File: config.mk
export PLATFORM = sky130hd
export DESIGN_NAME = itch_order_parser
export DESIGN_NICKNAME = d
export VERILOG_FILES = /design/src/rtl/itch_order_parser.sv
export SDC_FILE = /design/constraint.sdc
export NUM_CORES = 1
export LEC_CHECK = 0
export ABC_AREA = 1
export CAP_MARGIN = 10
export CORE_MARGIN = 1
export CORE_UTILIZATION = 50
export DETAILED_ROUTE_END_ITERATION = 8
export PLACE_DENSITY = 0.74
export SLEW_MARGIN = 15
export SYNTH_ARGS = -nofsm -noshare
export SYNTH_HDL_FRONTEND = slang
export SYNTH_SLANG_ARGS = --single-unit
File: constraint.sdc
create_clock -name clk_in -period 5.94 [get_ports clk_in]
set_input_delay 0.594 -clock clk_in [delete_from_list [all_inputs] [get_ports clk_in]]
set_output_delay 0.594 -clock clk_in [all_outputs]
set_load 0.02 [all_outputs]
File: src/rtl/itch_order_parser.sv
// Byte-serial ITCH 5.0 parser: decodes length-prefixed Add/Cancel/Delete messages into truncated field buses.
// Optional macro PARSER_EXEC_EN also decodes Order Executed ('E') messages as op 011 on the cancel bus.
module itch_order_parser #(
  parameter int PRICE_WIDTH = 15,
  parameter int ID_WIDTH    = 15,
  parameter int QUANT_WIDTH = 7,
  parameter int STOCK_WIDTH = 7
) (
  input  logic                   clk_in,
  input  logic                   reset_in,
  input  logic [7:0]             data_in,
  input  logic                   enable_in,
  input  logic                   valid_microblaze_in,
  output logic                   ready_to_microblaze_out,
  output logic [2:0]             operation_out,
  output logic [STOCK_WIDTH:0]   stock_symbol_out_add,
  output logic [ID_WIDTH:0]      order_id_out_add,
  output logic [PRICE_WIDTH:0]   price_out_add,
  output logic [QUANT_WIDTH:0]   quantity_out_add,
  output logic [STOCK_WIDTH:0]   stock_symbol_out_cancel,
  output logic [ID_WIDTH:0]      order_id_out_cancel,
  output logic [PRICE_WIDTH:0]   price_out_cancel,
  output logic [QUANT_WIDTH:0]   quantity_out_cancel,
  output logic                   delete_out,
  input  logic                   valid_master_in,
  output logic                   last_master_out,
  output logic                   ready_out
);

  localparam int PRICE_W = PRICE_WIDTH + 1;
  localparam int ID_W    = ID_WIDTH + 1;
  localparam int QUANT_W = QUANT_WIDTH + 1;
  localparam int STOCK_W = STOCK_WIDTH + 1;

  localparam logic [2:0] OP_DELETE = 3'b000;
  localparam logic [2:0] OP_ADD    = 3'b001;
  localparam logic [2:0] OP_CANCEL = 3'b010;
`ifdef PARSER_EXEC_EN
  localparam logic [2:0] OP_EXEC   = 3'b011;
`endif
  localparam logic [2:0] OP_NONE   = 3'b111;

  typedef enum logic [2:0] {LEN_HI, LEN_LO, TYPE, BODY, SKIP, OUT} state_t;

  state_t               state_q, state_d;
  logic [15:0]          len_q, len_d;
  logic [15:0]          cnt_q, cnt_d;
  logic [2:0]           op_pend_q, op_pend_d;
  logic [2:0]           op_q, op_d;
  logic [ID_WIDTH:0]    id_sh_q, id_sh_d;
  logic [QUANT_WIDTH:0] qty_sh_q, qty_sh_d;
  logic [STOCK_WIDTH:0] stock_sh_q, stock_sh_d;
  logic [PRICE_WIDTH:0] price_sh_q, price_sh_d;
  logic [STOCK_WIDTH:0] stock_add_q, stock_add_d;
  logic [ID_WIDTH:0]    id_add_q, id_add_d;
  logic [PRICE_WIDTH:0] price_add_q, price_add_d;
  logic [QUANT_WIDTH:0] qty_add_q, qty_add_d;
  logic [ID_WIDTH:0]    id_cxl_q, id_cxl_d;
  logic [QUANT_WIDTH:0] qty_cxl_q, qty_cxl_d;

  logic accept;
  logic last_byte;
  logic qty_window;

  assign ready_out               = (state_q == OUT);
  assign last_master_out         = ready_out;
  assign ready_to_microblaze_out = ~ready_out;
  assign delete_out              = ready_out && (op_q == OP_DELETE);
  assign operation_out           = op_q;
  assign stock_symbol_out_add    = stock_add_q;
  assign order_id_out_add        = id_add_q;
  assign price_out_add           = price_add_q;
  assign quantity_out_add        = qty_add_q;
  assign stock_symbol_out_cancel = '0;
  assign order_id_out_cancel     = id_cxl_q;
  assign price_out_cancel        = '0;
  assign quantity_out_cancel     = qty_cxl_q;

  assign accept    = enable_in && valid_microblaze_in && ready_to_microblaze_out;
  assign last_byte = (cnt_q == len_q - 16'd1);

  // Add carries shares at 20-23; cancel and execute carry them at 19-22.
  assign qty_window = (op_pend_q == OP_ADD) ? (cnt_q >= 16'd20 && cnt_q <= 16'd23)
                                            : (cnt_q >= 16'd19 && cnt_q <= 16'd22);

  always_comb begin
    state_d     = state_q;
    len_d       = len_q;
    cnt_d       = cnt_q;
    op_pend_d   = op_pend_q;
    op_d        = op_q;
    id_sh_d     = id_sh_q;
    qty_sh_d    = qty_sh_q;
    stock_sh_d  = stock_sh_q;
    price_sh_d  = price_sh_q;
    stock_add_d = stock_add_q;
    id_add_d    = id_add_q;
    price_add_d = price_add_q;
    qty_add_d   = qty_add_q;
    id_cxl_d    = id_cxl_q;
    qty_cxl_d   = qty_cxl_q;

    case (state_q)
      LEN_HI: begin
        if (accept) begin
          len_d[15:8] = data_in;
          state_d     = LEN_LO;
        end
      end
      LEN_LO: begin
        if (accept) begin
          len_d[7:0] = data_in;
          cnt_d      = 16'd0;
          state_d    = ({len_q[15:8], data_in} == 16'd0) ? LEN_HI : TYPE;
        end
      end
      TYPE: begin
        if (accept) begin
          cnt_d      = 16'd1;
          id_sh_d    = '0;
          qty_sh_d   = '0;
          stock_sh_d = '0;
          price_sh_d = '0;
          if (data_in == 8'h41 && len_q >= 16'd36) begin
            op_pend_d = OP_ADD;
            state_d   = BODY;
          end else if (data_in == 8'h58 && len_q >= 16'd23) begin
            op_pend_d = OP_CANCEL;
            state_d   = BODY;
          end else if (data_in == 8'h44 && len_q >= 16'd19) begin
            op_pend_d = OP_DELETE;
            state_d   = BODY;
`ifdef PARSER_EXEC_EN
          end else if (data_in == 8'h45 && len_q >= 16'd31) begin
            op_pend_d = OP_EXEC;
            state_d   = BODY;
`endif
          end else begin
            state_d = (len_q == 16'd1) ? LEN_HI : SKIP;
          end
        end
      end
      BODY: begin
        if (accept) begin
          cnt_d = cnt_q + 16'd1;
          if (cnt_q >= 16'd11 && cnt_q <= 16'd18)
            id_sh_d = ID_W'({id_sh_q, data_in});
          if (qty_window)
            qty_sh_d = QUANT_W'({qty_sh_q, data_in});
          if (op_pend_q == OP_ADD && cnt_q == 16'd24)
            stock_sh_d = STOCK_W'(data_in);
          if (op_pend_q == OP_ADD && cnt_q >= 16'd32 && cnt_q <= 16'd35)
            price_sh_d = PRICE_W'({price_sh_q, data_in});
          // Result buses load from the shift registers including the byte being accepted now.
          if (last_byte) begin
            state_d = OUT;
            op_d    = op_pend_q;
            if (op_pend_q == OP_ADD) begin
              stock_add_d = stock_sh_d;
              id_add_d    = id_sh_d;
              price_add_d = price_sh_d;
              qty_add_d   = qty_sh_d;
            end else begin
              id_cxl_d  = id_sh_d;
              qty_cxl_d = (op_pend_q == OP_DELETE) ? '0 : qty_sh_d;
            end
          end
        end
      end
      SKIP: begin
        if (accept) begin
          cnt_d = cnt_q + 16'd1;
          if (last_byte)
            state_d = LEN_HI;
        end
      end
      OUT: begin
        if (enable_in && valid_master_in)
          state_d = LEN_HI;
      end
      default: state_d = LEN_HI;
    endcase
  end

  always_ff @(posedge clk_in) begin
    if (!reset_in) begin
      state_q     <= LEN_HI;
      len_q       <= '0;
      cnt_q       <= '0;
      op_pend_q   <= OP_NONE;
      op_q        <= OP_NONE;
      id_sh_q     <= '0;
      qty_sh_q    <= '0;
      stock_sh_q  <= '0;
      price_sh_q  <= '0;
      stock_add_q <= '0;
      id_add_q    <= '0;
      price_add_q <= '0;
      qty_add_q   <= '0;
      id_cxl_q    <= '0;
      qty_cxl_q   <= '0;
    end else begin
      state_q     <= state_d;
      len_q       <= len_d;
      cnt_q       <= cnt_d;
      op_pend_q   <= op_pend_d;
      op_q        <= op_d;
      id_sh_q     <= id_sh_d;
      qty_sh_q    <= qty_sh_d;
      stock_sh_q  <= stock_sh_d;
      price_sh_q  <= price_sh_d;
      stock_add_q <= stock_add_d;
      id_add_q    <= id_add_d;
      price_add_q <= price_add_d;
      qty_add_q   <= qty_add_d;
      id_cxl_q    <= id_cxl_d;
      qty_cxl_q   <= qty_cxl_d;
    end
  end

endmodule

==> out/metrics.cfg, run 1 <==
[placed_design]
io_buffers = 91
dp_hpwl_microns = 14700
gp_congestion = 0.912

[hold_path]
worstHoldStart = order_id_out_cancel[10]
min_path_cells = 2
hold_class = register to register
hold-path-endpoint = order_id_out_cancel[10]

[clock_network]
cts_hold_buf = 0
clkTransAtPathRegs_ps = 70
clock_latency_ps = 430
cts_root_buf = clkbuf_16
cts_buffers = 17
clockBufferDepth = 2
cts_tree = yes
post_cts_resized = 0
postCtsSetupBuffers = 0
htree_levels = 4
clock-sinks = 161

[power]
pwr-share-seq_pct = 43.8
totalPowerFinal_w = 0.00252
swShare_pct = 27.1
power.switching_w = 0.000683
p_leak_nw = 4.14
power_frac_comb_pct = 10.1
ir_worst_vdd_mv = 0.217
powerDensity_mw_per_mm2 = 255
p_int_w = 0.00183
clkPwrFrac_pct = 46.2

[logic_synthesis]
ys_seq_area_share_pct = 38.2
synthTopCellsByCount = nand2_1 (320), inv_1 (168), dfxtp_1 (161), a21oi_1 (146), nor2_1 (123)
synthDominantCellAreaShare_pct = 38.2
synth_area_leaders = dfxtp_1 (38%), nand2_1 (14%), a21oi_1 (8.7%), inv_1 (7.5%), nor2_1 (5.5%)
syn_area_per_cell_sq_um = 6.61
yosys_warnings = 0
synth_cells = 1278
yosys_register_bits = 161
yosysTopAreaCell = dfxtp_1
yosysUniqueCellTypes = 39
ys_async_sr_fraction_pct = 0
synth_most_common_cell = nand2_1
synth_edf_count = 0
synthFlopType = dfxtp_1
syn_area_sq_mm = 0.00844

[worst_setup_path]
crit_family = simple AND/OR/NAND/NOR gates
worstPathCellList = inv_1 -> ha_1 -> nand2_1 -> nor2_1 -> xnor3_1 -> nor2_1 -> nand3_1 -> nor2_4 -> buf_4 -> nand3_2 -> nand2_1 -> a21oi_1
worstPathArrival_ps = 3850
rr_endpoint = quantity_out_add[2]
cp-start-kind = register
reg2regPathDepth = 12
worstSetupEndpointType = register
r2r-start = len_q[0]
cp_num_buf_inv = 2
crit_fanout = 55
cpPeakStageDelay_ps = 800
cp.required_ps = 6210
cp_slowest_cell = nand3_2
r2r_slack_ps = 2360
path_class = register to register

[timing]
finClkSkew_ps = 7.70
fmax_mhz = 280
post-route-min-period_ps = 3580
setup_viol = 0
slew_headroom_pct = 27.5
hold_viol = 0
grt_setup_unrepaired = false
drv_slew = 0
min_period_over_period_pct = 60.2
setup_tns_ps = 0
tightest_slew_ps = 1080

[floorplanning]
die_h_microns = 132
rows = 47
core_area_sq_mm = 0.0165
ios = 116
die_x_microns = 132
start_util_pct = 51.1
dieArea_sq_mm = 0.0174

[drt]
drc = 0
drt_pass1_iterations = 5
dr.first_iter.drc_count = 705
ant_nets = 0
vias = 8210
wire_per_inst_microns = 14.2
finalWirelength_microns = 22100
viasPerCell = 5.27

[run_status]
status = completed

[layout]
syn_to_final_growth_pct = 16.9
drive_above_1_share_pct = 4.86
diodes = 0
finalNetCount = 1342

[grt]
grt_overflow = 0
grt_usage_pct = 25.8
grt_pass1_vias = 7332
grt_max_degree = 61
grt_pass1_wl_microns = 36500
antenna_found_initial = 0

[flow_run]
maxCapViolations = 0

[cells in the final DEF, fill, tap and decap left out, types with 2 or more instances in the layout]
master           instances
nand4_1                 69
nor3_1                  18
conb_1                  24
nand3b_1                 4
nor2_1                 122
ha_1                     5
clkdlybuf4s50_1         91
clkinv_4                 4
o21ai_1                  2
nand2_1                320
nor2_4                   8
nor4_1                   5
a21oi_1                146
nand3_2                  3
a2bb2oi_1                8
buf_4                    7
bufinv_16                3
a211oi_1                 3
clkbuf_16               17
o22ai_1                  2
o21ai_0                 51
inv_1                  167
inv_2                    7
inv_6                    3
o211ai_1                 7
dfxtp_1                161
xor2_1                   4
nor2_2                   3
nand3_1                 52
xnor2_1                  6
inv_8                    3
[cell type report]
cell class,count,area [sq um]
Sequential cell,161,3220
Inverter,175,657
Timing Repair Buffer,98,963
Clock buffer,17,425
Multi-Input combinational cell,871,4130
Fill cell,1533,6660
Clock inverter,15,198
Tap cell,220,275
[power groups by stage]
stage	Sequential, W	Clock, W	Combinational, W
6_report	0.00110	0.00116	0.000253
5_1_grt	0.00110	0.00123	0.000283
4_1_cts	0.00110	0.00117	0.000250
3_5_place_dp	0.00113	0	0.000247
3_3_place_gp	0.00113	0	0.000245
2_1_floorplan	0.00112	0	0.000203
[tightest hold or removal path, stage by stage, from the launching register on]
cell     delay (ps)
dfxtp_1         310
nand2_1          60
a21oi_1          50
[stage by stage]
stage | cells | setup slack [ps] | utilization, % | hold slack, ps | area, sq um
floorplan | 1301 | 3500 | - | 441 | 8530
global placement | 1525 | 2510 | 55.9 | 450 | 9240
detailed placement | 1525 | 2480 | 55.9 | 455 | 9240
CTS | 1557 | 2390 | 59.7 | 466 | 9870
global route | 1557 | 2030 | 59.7 | 479 | 9870
finish | 1557 | 2360 | 59.7 | 462 | 9870
[state kept, by name, summed over array words and instances, names as in the netlist]
name,cells
cnt_q,16
id_sh_q,16
len_q,16
op_pend_q,3
operation_out,3
order_id_out_add,16
order_id_out_cancel,16
price_out_add,16
price_sh_q,16
qty_sh_q,8
quantity_out_add,8
quantity_out_cancel,8
state_q,3
stock_sh_q,8
stock_symbol_out_add,8
[logic make-up after synthesis]
kind of cell / after synthesis / share of synthesized area, %
fa+ha+maj: 5 / 0.741
xor+xnor: 11 / 1.30
other cells: 1 / 0.0444
simple gates: 609 / 31.7
flops: 161 / 38.2
compound gates: 222 / 14.0
buf+inv: 269 / 14.1
[per-layer routing]
layer  track usage, %  wire length (microns)  part of all wire, %  vias up
met4             8.20                    370                  1.7        0
met2             41.7                  10100                   45      286
li1                 -                      -                    -     4158
met3             5.46                   1470                  6.7       36
met1             34.3                  10200                   46     3730
met5                0                      0                    0        -
[worst max-delay path by stage]
stage	endpoint	cells after the start	slack, ps	start
4_1_cts	quantity_out_add[2]	12	2390	len_q[0]
6_report	quantity_out_add[2]	12	2360	len_q[0]
5_1_grt	quantity_out_add[2]	14	2030	len_q[0]
3_3_place_gp	order_id_out_add[8]	12	2510	len_q[0]
2_1_floorplan	delete_out	5	3500	state_q[2]
3_5_place_dp	order_id_out_add[11]	12	2480	len_q[0]
Note: power is estimated with default switching activity, not from simulation.
==> run 2, diff against run 1 <==
--- a/config.mk
+++ b/config.mk
@@ -10,7 +10,7 @@
 export CORE_MARGIN = 1
 export CORE_UTILIZATION = 50
 export DETAILED_ROUTE_END_ITERATION = 8
-export PLACE_DENSITY = 0.74
+export PLACE_DENSITY = 0.77
 export SLEW_MARGIN = 15
 export SYNTH_ARGS = -nofsm -noshare
 export SYNTH_HDL_FRONTEND = slang
==> constraint.sdc (replaced) <==
create_clock -name clk_in -period 3.1 [get_ports clk_in]
set_input_delay 0.31 -clock clk_in [delete_from_list [all_inputs] [get_ports clk_in]]
set_output_delay 0.31 -clock clk_in [all_outputs]
set_load 0.02 [all_outputs]
==> run 2 against run 1 <==
  * Largest cell class unchanged
  * Flip-flop and latch count unchanged
  * Cell count grew 1.3%
  * Combinational power up 99%
  * Hold slack barely moved
  * Largest power group unchanged
  * Total power is 90% higher
==> out/metrics.cfg, run 2 (synthesized netlist as in run 1, its figures left out) <==
[grt]
grt_usage_pct = 26.6  ; +0.76 points
grt_pass1_wl_microns = 37100  ; +1.8%
antenna_found_initial = 0  ; unchanged
grt_overflow = 0  ; unchanged
grt_max_degree = 80  ; +31%
grt_pass1_vias = 7390  ; +0.79%

[floorplanning]
start_util_pct = 51.1  ; unchanged
core_area_sq_mm = 0.0165  ; unchanged
ios = 116  ; unchanged
dieArea_sq_mm = 0.0174  ; unchanged
rows = 47  ; unchanged
die_h_microns = 132  ; unchanged
die_x_microns = 132  ; unchanged

[drt]
dr.first_iter.drc_count = 814  ; +15%
wire_per_inst_microns = 14.6  ; +2.4%
ant_nets = 0  ; unchanged
vias = 8354  ; +1.8%
drc = 0  ; unchanged
viasPerCell = 5.30  ; +0.46%
finalWirelength_microns = 23000  ; +3.7%
drt_pass1_iterations = 6  ; +1

[worst_setup_path]
crit_path_start = state_q[2]
r2r_slack_ps = 570  ; -1790 ps
endpoint = delete_out
worstPathArrival_ps = 2300  ; -1550 ps
worstSetupEndpointType = output port
rr_endpoint = order_id_out_add[8]
cp.required_ps = 2790  ; -3420 ps
cp-start-kind = register
path_class = register to output port
r2r-start = len_q[0]
crit_fanout = 7  ; -87%
reg2regPathDepth = 13  ; +1

[clock_network]
cts_root_buf = clkbuf_16
htree_levels = 4  ; unchanged
clock_latency_ps = 430  ; about the same
cts_hold_buf = 0  ; unchanged
post_cts_resized = 0  ; unchanged
clkTransAtPathRegs_ps = 70  ; about the same
clock-sinks = 161  ; unchanged
postCtsSetupBuffers = 0  ; unchanged
clockBufferDepth = 2  ; unchanged
cts_tree = yes
cts_buffers = 17  ; unchanged

[timing]
fmax_mhz = 383
tightest_slew_ps = 897  ; -187 ps
drv_slew = 0  ; unchanged
hold_viol = 0  ; unchanged
hold_ws_ps = 462  ; +0.289 ps
min_period_over_period_pct = 84.2
fin_ws_ps = 491  ; -1870 ps
post-route-min-period_ps = 2610
setup_tns_ps = 0  ; unchanged
finClkSkew_ps = 10.9  ; +3.16 ps
grt_setup_unrepaired = false
setup_viol = 0  ; unchanged
slew_headroom_pct = 39.7  ; +12 points

[layout]
final_cell_mix = nand2_1 (320), inv_1 (167), dfxtp_1 (161)
seq_area_sq_mm = 0.00322  ; unchanged
final_common_cell = nand2_1
finalNonFillerCells = 1577  ; +1.3%
multi_input_area_sq_mm = 0.00413  ; about the same
syn_to_final_growth_pct = 19.0
fill_cells = 1547  ; +0.91%
finalNetCount = 1362  ; +1.5%
drive_above_1_share_pct = 6.19  ; +1.3 points
utilization_pct = 60.8  ; +1.1 points
diodes = 0  ; unchanged

[power]
ir_worst_vdd_mv = 0.361  ; +66%
p_leak_nw = 4.24  ; +2.3%
powerDensity_mw_per_mm2 = 475  ; +86%

[run_status]
status = completed

[placed_design]
dp_cells = 1545  ; +1.3%
dp_slack_ps = 597  ; -1880 ps
gp_congestion = 0.940  ; +3.0%
io_buffers = 91  ; unchanged
dp_hpwl_microns = 15900  ; +7.9%

[flow_run]
maxCapViolations = 0  ; unchanged

[hold_path]
hold_class = register to register

## run 2: cell count changes in the layout (fill, tap and decap cells not counted), sizes merged
cell	before	now
bufinv	3	2
buf	7	27
clkinvlp	1	3
clkinv	6	5
## run 2: layout make-up
type / count / area share, %
Clock buffer: 17 / 4.24
Inverter: 175 / 6.54
Multi-Input combinational cell: 871 / 41.1
Sequential cell: 161 / 32.1
Timing Repair Buffer: 118 / 11.6
Clock inverter: 15 / 1.74
Tap cell: 220 / 2.74
## run 2: per-layer routing
layer,vias up,wire length (microns),GRT usage [%]
li1,4202,-,-
met1,3765,10300,36.0
met2,349,10400,42.1
met3,38,1750,5.46
met4,0,455,8.79
met5,-,0,0
## run 2: critical path, stage by stage (launching register included)
cell,delay [ps]
dfxtp_1,450
inv_1,90
nor2_1,250
inv_1,220
nor4_1,210
clkdlybuf4s50_1,650
## run 2: per-stage QoR
step / cell area [sq um] / power [W]
after floorplan: 8530 / 0.00253
after global placement: 9440 / 0.00265
after detailed placement: 9440 / 0.00265
after CTS: 10000 / 0.00477
after global routing: 10000 / 0.00493
final: 10000 / 0.00477
## run 2: worst min path at each step
stage,cells after the start,end,start
final,2,order_id_out_add[5],order_id_out_add[5]
after detailed placement,2,order_id_out_add[3],order_id_out_add[3]
after global routing,2,quantity_out_add[3],quantity_out_add[3]
after CTS,2,op_pend_q[2],op_pend_q[2]
after global placement,2,qty_sh_q[2],qty_sh_q[2]
after floorplan,2,op_pend_q[2],op_pend_q[2]
## run 2: power breakdown
part	switching, W	total [W]	leakage, nW	internal [W]
logic	0.000357	0.000504	2.65	0.000147
registers	0.0000282	0.00211	1.30	0.00209
clock network	0.000946	0.00216	0.287	0.00121
total	0.00133	0.00477	4.24	0.00344
